`config.mk`:
```
export PLATFORM = sky130hd
export DESIGN_NAME = awmc_actuator_driver
export DESIGN_NICKNAME = d
export VERILOG_FILES = /design/src/rtl/awmc_actuator_driver.sv
export SDC_FILE = /design/constraint.sdc
export NUM_CORES = 1
export LEC_CHECK = 0
export BUFFER_PORTS_ARGS = -buffer_cell sky130_fd_sc_hd__buf_2
export CAP_MARGIN = 20
export CORE_AREA = 2 2 76 78
export DETAILED_ROUTE_END_ITERATION = 8
export DIE_AREA = 0 0 78 80
export GPL_TIMING_DRIVEN = 0
export SLEW_MARGIN = 20
export SYNTH_ARGS = -nofsm -noshare
export SYNTH_HDL_FRONTEND = slang
export SYNTH_SLANG_ARGS = --single-unit
```
`constraint.sdc`:
```
create_clock -name clk_i -period 4.95 [get_ports clk_i]
set_clock_uncertainty 0.15 [all_clocks]
set_input_delay 0.495 -clock clk_i [delete_from_list [all_inputs] [get_ports clk_i]]
set_output_delay 0.495 -clock clk_i [all_outputs]
set_load 0.01 [all_outputs]
```
`src/rtl/awmc_actuator_driver.sv`:
```
// awmc_actuator_driver: turns controller stage/done into registered valve, pump, motor, door-lock and buzzer drive.
module awmc_actuator_driver #(
   parameter int AGIT_ON    = 8,
   parameter int AGIT_GAP   = 4,
   parameter int RAMP_CYC   = 6,
   parameter int UNLOCK_DLY = 5,
   parameter int BUZZ_CYC   = 3
) (
   input  logic       clk_i,
   input  logic       reset_i,
   input  logic [2:0] stage_i,
   input  logic       done_i,
   input  logic       pause_i,
   input  logic       lid_i,
   output logic       valve_in_o,
   output logic       pump_out_o,
   output logic       motor_en_o,
   output logic       motor_dir_o,
   output logic [1:0] motor_speed_o,
   output logic       door_lock_o,
   output logic       buzzer_o,
   output logic       fault_o
);
   typedef enum logic [2:0] {A_IDLE, A_FILL, A_FWD, A_GAP1, A_REV, A_GAP2, A_SPIN, A_DRAIN} state_t;
   localparam int M0 = AGIT_ON > AGIT_GAP ? AGIT_ON : AGIT_GAP;
   localparam int M1 = RAMP_CYC > UNLOCK_DLY ? RAMP_CYC : UNLOCK_DLY;
   localparam int M2 = M0 > M1 ? M0 : M1;
   localparam int MAXP = M2 > BUZZ_CYC ? M2 : BUZZ_CYC;
   localparam int CW = $clog2(MAXP) + 1;
   localparam logic [CW-1:0] ON_L = CW'(AGIT_ON - 1);
   localparam logic [CW-1:0] GAP_L = CW'(AGIT_GAP - 1);
   localparam logic [CW-1:0] RAMP_L = CW'(RAMP_CYC - 1);
   localparam logic [CW-1:0] UNL = CW'(UNLOCK_DLY);
   localparam logic [CW-1:0] BUZ = CW'(BUZZ_CYC);
   state_t state_q, state_d;
   logic [2:0] stg_q, stg_d;
   logic [CW-1:0] cnt_q, cnt_d, tmr_q, tmr_d, bcnt_q, bcnt_d, lim;
   logic [1:0] spd_q, spd_d, speed_q, speed_d;
   logic done_q, hold, last, timed;
   logic valve_q, valve_d, pump_q, pump_d, motor_q, motor_d, dir_q, dir_d;
   logic lock_q, lock_d, buzz_q, buzz_d, fault_q, fault_d;
   always_comb begin
      stg_d = (stage_i > 3'd5) ? 3'd0 : stage_i;
      hold = pause_i | ~lid_i;
      state_d = state_q;
      cnt_d = cnt_q;
      spd_d = spd_q;
      lim = (state_q == A_FWD || state_q == A_REV) ? ON_L :
            (state_q == A_GAP1 || state_q == A_GAP2) ? GAP_L : RAMP_L;
      last = cnt_q == lim;
      timed = state_q != A_IDLE && state_q != A_FILL && state_q != A_DRAIN;
      // A stage change wins over hold so the new state starts clean while outputs stay gated.
      if (stg_d != stg_q) begin
         cnt_d = '0;
         spd_d = 2'd1;
         state_d = stg_d == 3'd1 ? A_FILL :
                   (stg_d == 3'd2 || stg_d == 3'd3) ? A_FWD :
                   stg_d == 3'd4 ? A_SPIN :
                   stg_d == 3'd5 ? A_DRAIN : A_IDLE;
      end else if (!hold && timed) begin
         cnt_d = last ? '0 : cnt_q + 1'b1;
         if (last && state_q == A_SPIN) spd_d = (spd_q == 2'd3) ? 2'd3 : spd_q + 2'd1;
         else if (last) state_d = (state_q == A_GAP2) ? A_FWD : state_t'(state_q + 3'd1);
      end
      motor_d = ~hold & (state_d == A_FWD || state_d == A_REV || state_d == A_SPIN);
      dir_d = motor_d & (state_d == A_REV);
      speed_d = !motor_d ? 2'd0 : (state_d == A_SPIN) ? spd_d : 2'd1;
      valve_d = ~hold & (state_d == A_FILL || (stg_d == 3'd3 && state_d >= A_FWD && state_d <= A_GAP2));
      pump_d = ~hold & (state_d == A_SPIN || state_d == A_DRAIN);
      tmr_d = motor_d ? UNL : (tmr_q != '0) ? tmr_q - 1'b1 : '0;
      lock_d = (state_d != A_IDLE) | (tmr_d != '0);
      fault_d = fault_q | (~lid_i & motor_q);
      bcnt_d = (done_i & ~done_q) ? BUZ : (bcnt_q != '0) ? bcnt_q - 1'b1 : '0;
      buzz_d = bcnt_d != '0;
   end
   always_ff @(posedge clk_i) begin
      if (!reset_i) begin
         state_q <= A_IDLE;
         stg_q <= '0;
         cnt_q <= '0;
         spd_q <= '0;
         tmr_q <= '0;
         bcnt_q <= '0;
         done_q <= 1'b0;
         valve_q <= 1'b0;
         pump_q <= 1'b0;
         motor_q <= 1'b0;
         dir_q <= 1'b0;
         speed_q <= '0;
         lock_q <= 1'b0;
         buzz_q <= 1'b0;
         fault_q <= 1'b0;
      end else begin
         state_q <= state_d;
         stg_q <= stg_d;
         cnt_q <= cnt_d;
         spd_q <= spd_d;
         tmr_q <= tmr_d;
         bcnt_q <= bcnt_d;
         done_q <= done_i;
         valve_q <= valve_d;
         pump_q <= pump_d;
         motor_q <= motor_d;
         dir_q <= dir_d;
         speed_q <= speed_d;
         lock_q <= lock_d;
         buzz_q <= buzz_d;
         fault_q <= fault_d;
      end
   end
   assign valve_in_o = valve_q;
   assign pump_out_o = pump_q;
   assign motor_en_o = motor_q;
   assign motor_dir_o = dir_q;
   assign motor_speed_o = speed_q;
   assign door_lock_o = lock_q;
   assign buzzer_o = buzz_q;
   assign fault_o = fault_q;
endmodule

```
== Yosys cells after proc, flatten, opt, wreduce, memory -nomap -nowiden ==
Cells that the tools add are included.

* Output and inout bits: 9
* Logic and storage cells: 102
* Flip-flop bits (word level): 30

* Bitwise operators: 13
* $add $sub $neg: 5
* Mux-type cells: 22
* Eq/ne operators: 20
* $lt $le $gt $ge: 3
* Reduce and logical (&&, ||, !) cells: 23

{| class="wikitable"
|+ Operators with widths
! cell !! number
|-
| two-way mux 3 bit || 12
|-
| == test 3 bit (second input constant) || 8
|-
| two-way mux 4 bit || 5
|-
| nonzero test 4 bit || 4
|-
| == test 3 x 2 -> 1 bit (second input constant) || 5
|-
| two-way mux 2 bit || 4
|-
| subtractor 4 x 1 -> 4 bit (second input constant) || 2
|-
| logical OR 1 bit || 7
|-
| AND 1 bit || 6
|-
| == test 3 x 1 -> 1 bit (second input constant) || 2
|-
| logical AND 1 bit || 6
|-
| nonzero test 3 bit || 2
|-
| adder 4 x 1 -> 4 bit (second input constant) || 1
|-
| == test 4 x 3 -> 1 bit || 1
|-
| NOT 1 bit || 4
|-
| adder 3 x 1 -> 3 bit (second input constant) || 1
|-
| greater-or-equal comparator 3 x 2 -> 1 bit (second input constant) || 1
|-
| greater-than comparator 3 bit (second input constant) || 1
|-
| less-or-equal comparator 3 bit (second input constant) || 1
|-
| != test 3 x 1 -> 1 bit (second input constant) || 1
|-
| != test 3 bit || 1
|-
| != test 3 bit (second input constant) || 1
|-
| bitwise OR 1 bit || 3
|-
| AND reduction 3 bit || 1
|-
| 6 further kinds || 6
|}

== Longest topological paths before layout ==
Gate-level depths: netlist (run 1).

* Depth after elaboration: 16
* Depth in mapped cells: 9
* Gate-level depth less buffers: 8

== Least setup slack after synthesis (run 1) ==
Ideal clock, no wire load.

* Path type: register to register
* From: register state_q[0]
* To: register speed_q[0], in the netlist motor_speed_o[0]
* Buffers on the path: 0
* Clock period less this slack: 2.828 ns
* Library setup time: 0.100 ns
* Path slack: 2.122 ns
* Stages on the path, launching flop included: 9
* Data arrival time: 2.579 ns
* Path through: dfxtp_1 > ha_1 > ha_1 > or3b_1 > or3_1 > nor4_1 > mux2_2 > o21a_1 > a2111oi_4

* Longest elaborated chain between the ends: 14

{| class="wikitable"
|+ RTL lines
! element !! line !! source
|-
| start: declaration || 35 || <nowiki>state_t state_q, state_d;</nowiki>
|-
| start signal: assignment || 94 || <nowiki>state_q <= state_d;</nowiki>
|-
| == test 3 x 2 -> 1 bit / == test 3 bit (equally long branches) || 49, 63 ||
|-
| logical OR 1 bit || 49 || <nowiki>(state_q == A_GAP1 || state_q == A_GAP2) ? GAP_L : RAMP_L;</nowiki>
|-
| two-way mux 3 bit || 49 ||
|-
| two-way mux 3 bit || 48 || <nowiki>lim = (state_q == A_FWD || state_q == A_REV) ? ON_L :</nowiki>
|-
| == test 4 x 3 -> 1 bit || 50 || <nowiki>last = cnt_q == lim;</nowiki>
|-
| two-way mux 3 bit / logical AND 1 bit (equally long branches) || 63, 62 ||
|-
| two-way mux 3 bit || 62 || <nowiki>if (last && state_q == A_SPIN) spd_d = (spd_q == 2'd3) ? 2'd3 : spd_q + 2'd1;</nowiki>
|-
| two-way mux 3 bit || 60 || <nowiki>end else if (!hold && timed) begin</nowiki>
|-
| two-way mux 3 bit || 53 || <nowiki>if (stg_d != stg_q) begin</nowiki>
|-
| == test 3 x 2 -> 1 bit / == test 3 bit (equally long branches) || 65 || <nowiki>motor_d = ~hold & (state_d == A_FWD || state_d == A_REV || state_d == A_SPIN);</nowiki>
|-
| logical OR 1 bit (2 in a row) || 65 ||
|-
| AND 1 bit || 65 ||
|-
| AND reduction 2 bit (no source line) || n/a ||
|-
| end signal: assignment || 105 || <nowiki>speed_q <= speed_d;</nowiki>
|-
| end: declaration || 38 || <nowiki>logic [1:0] spd_q, spd_d, speed_q, speed_d;</nowiki>
|}

Parallel ways exist; a longest one is shown, timed or not.
A chain may end at the register's enable or synchronous reset.

== Final worst setup path (run 1) ==
* From: register state_q[0]
* To: register speed_q[1], in the netlist motor_speed_o[1]

* Longest elaborated chain between the ends: 14

{| class="wikitable"
|+ RTL lines
! element !! line
|-
| == test 3 x 2 -> 1 bit / == test 3 bit (equally long branches) || 49, 63
|-
| logical OR 1 bit || 49
|-
| two-way mux 3 bit || 49
|-
| two-way mux 3 bit || 48
|-
| == test 4 x 3 -> 1 bit || 50
|-
| two-way mux 3 bit / logical AND 1 bit (equally long branches) || 63, 62
|-
| two-way mux 3 bit || 62
|-
| two-way mux 3 bit || 60
|-
| two-way mux 3 bit || 53
|-
| == test 3 x 2 -> 1 bit / == test 3 bit (equally long branches) || 65
|-
| logical OR 1 bit (2 in a row) || 65
|-
| AND 1 bit || 65
|-
| AND reduction 3 bit (no source line) || n/a
|}

Parallel ways exist; a longest one is shown, timed or not.

==> impl_metrics.csv, run 1 <==
group,metric,value,unit
routing,routed_via_density,4.89,
global_route,grt_max_degree,11,
clock_network,cts_inserted_buffers,5,
synthesis,ys_top_cells_by_count,"dfxtp_1, nor2_1, nand2_1",
layout,multi_input_area,920,µm²
power_and_ir_drop,ir_drop,0.168,mV
synthesis,ys_seq_elements,30,
setup_path,cp.arrival,3.18,ns
timing,slew_headroom,62.8,%
die,core_area,5410,µm²
global_route,grt_first_pass_wirelength,5.49,mm
timing,min_period,3.11,ns
clock_network,cts_setup_buffers,0,
clock_network,numClockSinks,30,
routing,wl,3.20,mm
clock_network,path_clk_slew,0.07,ns
layout,nNetsFinal,209,
timing,tightest_slew,0.556,ns
timing,fin_crit_sh,62.8,%
synthesis,yosysMostFrequentCell,"dfxtp_1",
setup_path,critPathKind,"register to register",
global_route,grt_use_met2,18.8,%
timing,fmax,0.322,GHz
global_route,antenna_found_initial,0,
global_route,grt_pass1_vias,1204,
synthesis,netlist_top_cells_area,"dfxtp_1, ha_1, nor2_1, a21oi_1, nor3_1",
synthesis,synth_enable_flop_cells,0,
power_and_ir_drop,p_leak,0.730,nW
place,gp_congestion,0.837,
timing,rsz0062_at_grt,"no",
timing,fin_ws,1.84,ns
clock_network,root_buffer,"clkbuf_8",
routing,wire_per_inst,12.0,µm
layout,regArea,601,µm²
die,die_w,78,µm
synthesis,ys_types,53,
global_route,grt.busiest_layer,"met2",
clock_network,hold_buffers,0,
clock_network,cts_resized,0,
synthesis,yosysWarnings,0,
routing,num_vias,1301,
timing,slew_viol_final,0,
clock_network,cts.path.max_buffers,2,
clock_network,tritoncts,"yes",
synthesis,ys_seq_area_share,38.0,%
routing,route.detailed.drc,0,
place,hpwlAfterDp,2.42,mm
place,port-buffer-count,15,
global_route,grt_use_total,11.6,%
layout,fin_util,34.9,%
synthesis,syn_area_per_cell,9.24,µm²
die,start_util,29.2,%
synthesis,synth_top_area_share,38.0,%
timing,setup_viol,0,
die,die_area,6240,µm²
global_route,grtUsageMet1,13.5,%
setup_path,end_kind,"register",
layout,syn2layout_area_growth,19.5,%
run,cap_violations,0,
clock_network,h-tree-depth,2,
global_route,grt_use_met3,4.19,%
layout,drive_gt1_share,18.6,%
hold_path,hold_path_class,"input pin to register",
routing,drt_iter0_markers,75,
routing,ant_nets,0,
die,pin_count,17,
die,rows,27,
synthesis,netlist_area,1580,µm²
setup_path,startpoint_type,"register",
power_and_ir_drop,p_per_area,393,nW/µm²
synthesis,synth_largest_area_cell,"dfxtp_1",
timing,finalSetupTns,0,ns
synthesis,ys_async_sr_fraction,0,%
timing,finalHoldViolations,0,
setup_path,cp_max_fo,6,
layout,antenna_cells,0,
routing,drtPass1Iterations,4,
synthesis,syn_inst,171,
synthesis,synth_ff_type,"dfxtp_1",
die,die_h,80,µm
layout,fill_cells,573,
global_route,globalRouteOverflowTotal,0,
setup_path,worstPathRequired,5.03,ns
synthesis,syn-num-nets,187,
place,post-place-ws,1.83,ns
run_status,outcome,"finished, final reports clean",
clock_network,clk_latency,0.29,ns
[layer usage]
layer	part of all wire [%]	vias up	wire, µm
li1	-	676	-
met1	46	598	1470
met2	48	19	1530
met3	3.9	8	125
met4	2.2	0	69
met5	0	-	0
[power by group]
group,leakage (nW),total (mW),internal (mW),switching [mW]
clock,0.0714,0.311,0.215,0.0967
combinational,0.414,0.152,0.0672,0.0843
sequential,0.245,0.280,0.263,0.0168
total,0.730,0.743,0.545,0.198
[layout by cell type (no fill, tap or decap), types with 2 or more instances in the layout]
| cell | n |
|---|---|
| buf_6 | 2 |
| nand3b_1 | 2 |
| buf_2 | 15 |
| nand4b_1 | 2 |
| dfxtp_1 | 30 |
| nand3_1 | 2 |
| xnor2_1 | 4 |
| a311oi_1 | 2 |
| o21a_1 | 2 |
| nand2b_1 | 6 |
| bufinv_16 | 2 |
| clkbuf_1 | 2 |
| xor2_1 | 2 |
| a21oi_1 | 9 |
| a31oi_1 | 3 |
| nor3b_1 | 2 |
| o21ai_0 | 5 |
| inv_1 | 8 |
| a211oi_1 | 2 |
| nor4_1 | 3 |
| nand2_1 | 10 |
| nor2_1 | 16 |
| clkbuf_8 | 6 |
| and2_1 | 3 |
| a21o_1 | 2 |
| nor2b_1 | 3 |
| ha_1 | 8 |
| nor3_1 | 8 |
| or3_1 | 5 |
| nand4_1 | 2 |
[through the flow]
stage          cell area [µm²]  hold slack (ns)  cells  power, mW
5_1_grt                   1890            0.271    266      0.787
4_1_cts                   1890            0.272    266      0.753
2_1_floorplan             1580            0.280    171      0.404
3_5_place_dp              1750            0.306    258      0.437
3_3_place_gp              1750            0.300    258      0.435
6_report                  1890            0.281    266      0.743
[registers in the layout, summed over array words and instances, names as in the netlist]
name and cells:
motor_speed_o 2, bcnt_q 4, done_q 1, tmr_q 4, door_lock_o 1, fault_o 1, motor_en_o 1, state_q 3
cnt_q 4, motor_dir_o 1, buzzer_o 1, valve_in_o 1, spd_q 2, stg_q 3, pump_out_o 1
[logic make-up after synthesis]
group / after synthesis / share of synthesized area (%)
XOR/XNOR: 6 / 3.33
AO/OA/AOI/OAI: 42 / 22.5
AND/OR/NAND/NOR: 71 / 24.7
flip-flops: 30 / 38.0
buffers and inverters: 12 / 3.80
multiplexers: 2 / 1.35
adder cells (fa/ha/maj): 8 / 6.33
[final cells by class]
| cell class | count | share of cell area, % |
|---|---|---|
| well taps | 72 | 4.77 |
| flip-flops and latches | 30 | 31.8 |
| inverters | 8 | 1.59 |
| clock buffers | 6 | 4.37 |
| plain buffers | 4 | 1.59 |
| repair buffers | 15 | 3.98 |
| clock inverters | 2 | 3.18 |
| multi-input cells | 129 | 48.7 |
[final timing paths]
path               from                to  slack [ns]  depth (start not counted)
min              done_i            done_q        0.28                          2
max          state_q[0]  motor_speed_o[1]        1.84                          8
max reg2reg  state_q[0]  motor_speed_o[1]        1.84                          8
min reg2reg     fault_o           fault_o        0.32                          2
[worst max-delay path, stage by stage (launching register included)]
cell	delay [ns]
dfxtp_1	0.34
ha_1	0.24
ha_1	0.20
or3b_1	0.39
or3_1	0.36
nor4_1	0.29
mux2_2	0.41
o21ai_1	0.39
and4_1	0.28
(Power assumes the default switching activity.)
==> inputs of run 2 (changes only) <==
- clock period: 4.95 -> 2.6 ns (I/O delays scaled with it)
==> impl_metrics.csv, run 2 (synthesized netlist as in run 1, its figures left out) <==
group,metric,value,unit
routing,routed_via_density,4.88,
layout,largestRegisters,"bcnt_q: 4 flops, cnt_q: 4 flops, tmr_q: 4 flops",
timing,slew_headroom,59.1,%
setup_path,critPathKind,"register to register",
power_and_ir_drop,intPower,0.871,mW
timing,tightest_slew,0.607,ns
die,die_w,78,µm
layout,final_common_cell,"dfxtp_1",
layout,regArea,606,µm²
setup_path,end_kind,"register",
routing,drtPass1Iterations,4,
setup_path,cp_num_buf_inv,0,
clock_network,tritoncts,"yes",
layout,nNetsFinal,214,
routing,drt_iter0_markers,51,
clock_network,root_buffer,"clkbuf_8",
power_and_ir_drop,p_leak,0.753,nW
place,gp_congestion,0.863,
setup_path,reg2reg_slack,-0.11,ns
clock_network,h-tree-depth,2,
setup_path,critPathMostFrequentCell,"ha_4",
routing,wl,3.42,mm
timing,finalSetupTns,-0.401,ns
power_and_ir_drop,comb_power_share,27.0,%
layout,syn2layout_area_growth,28.9,%
layout,multi_input_area,1070,µm²
power_and_ir_drop,p_sw_share,31.4,%
global_route,antenna_found_initial,0,
timing,holdWs,0.0537,ns
layout,fill_cells,562,
global_route,grt_max_degree,11,
die,core_area,5410,µm²
die,rows,27,
clock_network,cts_inserted_buffers,5,
timing,slew_viol_final,0,
power_and_ir_drop,p_clk_share,30.7,%
setup_path,max_stage_delay,0.40,ns
global_route,globalRouteOverflowTotal,0,
setup_path,path_delay_family,"simple AND/OR/NAND/NOR gates",
die,die_h,80,µm
run,cap_violations,0,
setup_path,cp.arrival,2.74,ns
place,port-buffer-count,15,
die,pin_count,17,
setup_path,worstPathRequired,2.63,ns
layout,antenna_cells,0,
power_and_ir_drop,ir_drop,0.333,mV
run_status,outcome,"finished, violations left",
die,die_area,6240,µm²
routing,wire_per_inst,12.6,µm
clock_network,numClockSinks,30,
routing,ant_nets,0,
layout,final_cell_count_no_fill,271,
setup_path,crit_slowest_cell,"or3b_4",
power_and_ir_drop,power_frac_seq,42.3,%
clock_network,hold_buffers,0,
layout,drive_gt1_share,30.7,%
routing,route.detailed.drc,0,
timing,finalHoldViolations,0,
clock_network,cts.path.max_buffers,2,
power_and_ir_drop,switching_power,0.399,mW
global_route,grt_use_total,12.1,%
hold_path,hold_path_class,"input pin to register",
timing,fmax,0.369,GHz
timing,setup_viol,9,
timing,fin_ws,-0.108,ns
clock_network,path_clk_slew,0.06,ns
run_status,violations,"negative setup slack",
power_and_ir_drop,p_per_area,623,nW/µm²
setup_path,path_cells,"ha_4 -> ha_4 -> or3b_4 -> or3_4 -> nor4_4 -> mux2_4 -> o21a_4 -> a2111oi_4",
setup_path,startpoint_type,"register",
setup_path,cp_max_fo,4,
place,place_inst,258,
timing,min_period,2.71,ns
layout,layout_common_cells,"dfxtp_1, nor2_1, buf_2",
timing,fin_crit_sh,104,%
die,start_util,29.2,%
timing,rsz0062_at_grt,"yes",
global_route,grt_pass1_vias,1301,
clock_network,clk_latency,0.28,ns
routing,num_vias,1322,
global_route,grt_first_pass_wirelength,5.97,mm
place,hpwlAfterDp,2.51,mm
==> run 2: changes by cell type in the layout (fill, tap and decap cells not counted), moves of 2 or more <==
cell       delta
ha_4          +3
bufinv_16     -2
ha_2          +2
dfxtp_1       -2
nor3_1        -2
buf_4         +4
ha_1          -5
nor3_2        +2
==> run 2: metrics by stage <==
stage	cell area [µm²]	util [%]	worst slack, ns	total power [mW]
after CTS	2000	37.1	-0.102	1.27
final	2040	37.7	-0.108	1.27
after global placement	1820	33.6	-0.294	0.845
after global routing	2040	37.7	-0.169	1.35
after detailed placement	1820	33.6	-0.275	0.848
after floorplan	1650	-	-0.0287	0.783
==> run 2: layer usage <==
layer / share of wire, % / global-route usage (%) / vias up
met5: 0 / 0 / -
met4: 1.1 / 3.16 / 0
met3: 2.7 / 3.28 / 5
met2: 47 / 20.6 / 12
met1: 49 / 15.2 / 617
li1: - / - / 688
==> run 2: final timing paths <==
| path | start | end | cells past startpoint |
|---|---|---|---|
| setup / recovery | state_q[1] | motor_speed_o[0] | 8 |
| hold reg to reg | fault_o | fault_o | 2 |
| hold / removal | done_i | done_q | 2 |
| setup reg to reg | state_q[1] | motor_speed_o[0] | 8 |
==> run 2: repair_timing <==
item,CTS,global route
setup buffers,4,1
pin swaps,6,1
gates resized for setup,13,5
setup endpoints to repair,10,12
==> run 2: cell type report <==
class | instances | area share [%]
flip-flops and latches | 30 | 29.7
well taps | 72 | 4.42
clock inverters | 2 | 0.614
plain buffers | 4 | 1.47
clock buffers | 6 | 4.05
inverters | 8 | 1.47
repair buffers | 20 | 5.71
multi-input cells | 129 | 52.5
==> run 2: power by group through the flow <==
| stage | Sequential (mW) | Combinational [mW] | Clock, mW |
|---|---|---|---|
| after CTS | 0.536 | 0.333 | 0.400 |
| after global placement | 0.545 | 0.300 | 0 |
| final | 0.537 | 0.342 | 0.390 |
| after floorplan | 0.543 | 0.240 | 0 |
| after detailed placement | 0.546 | 0.302 | 0 |
| after global routing | 0.541 | 0.383 | 0.422 |
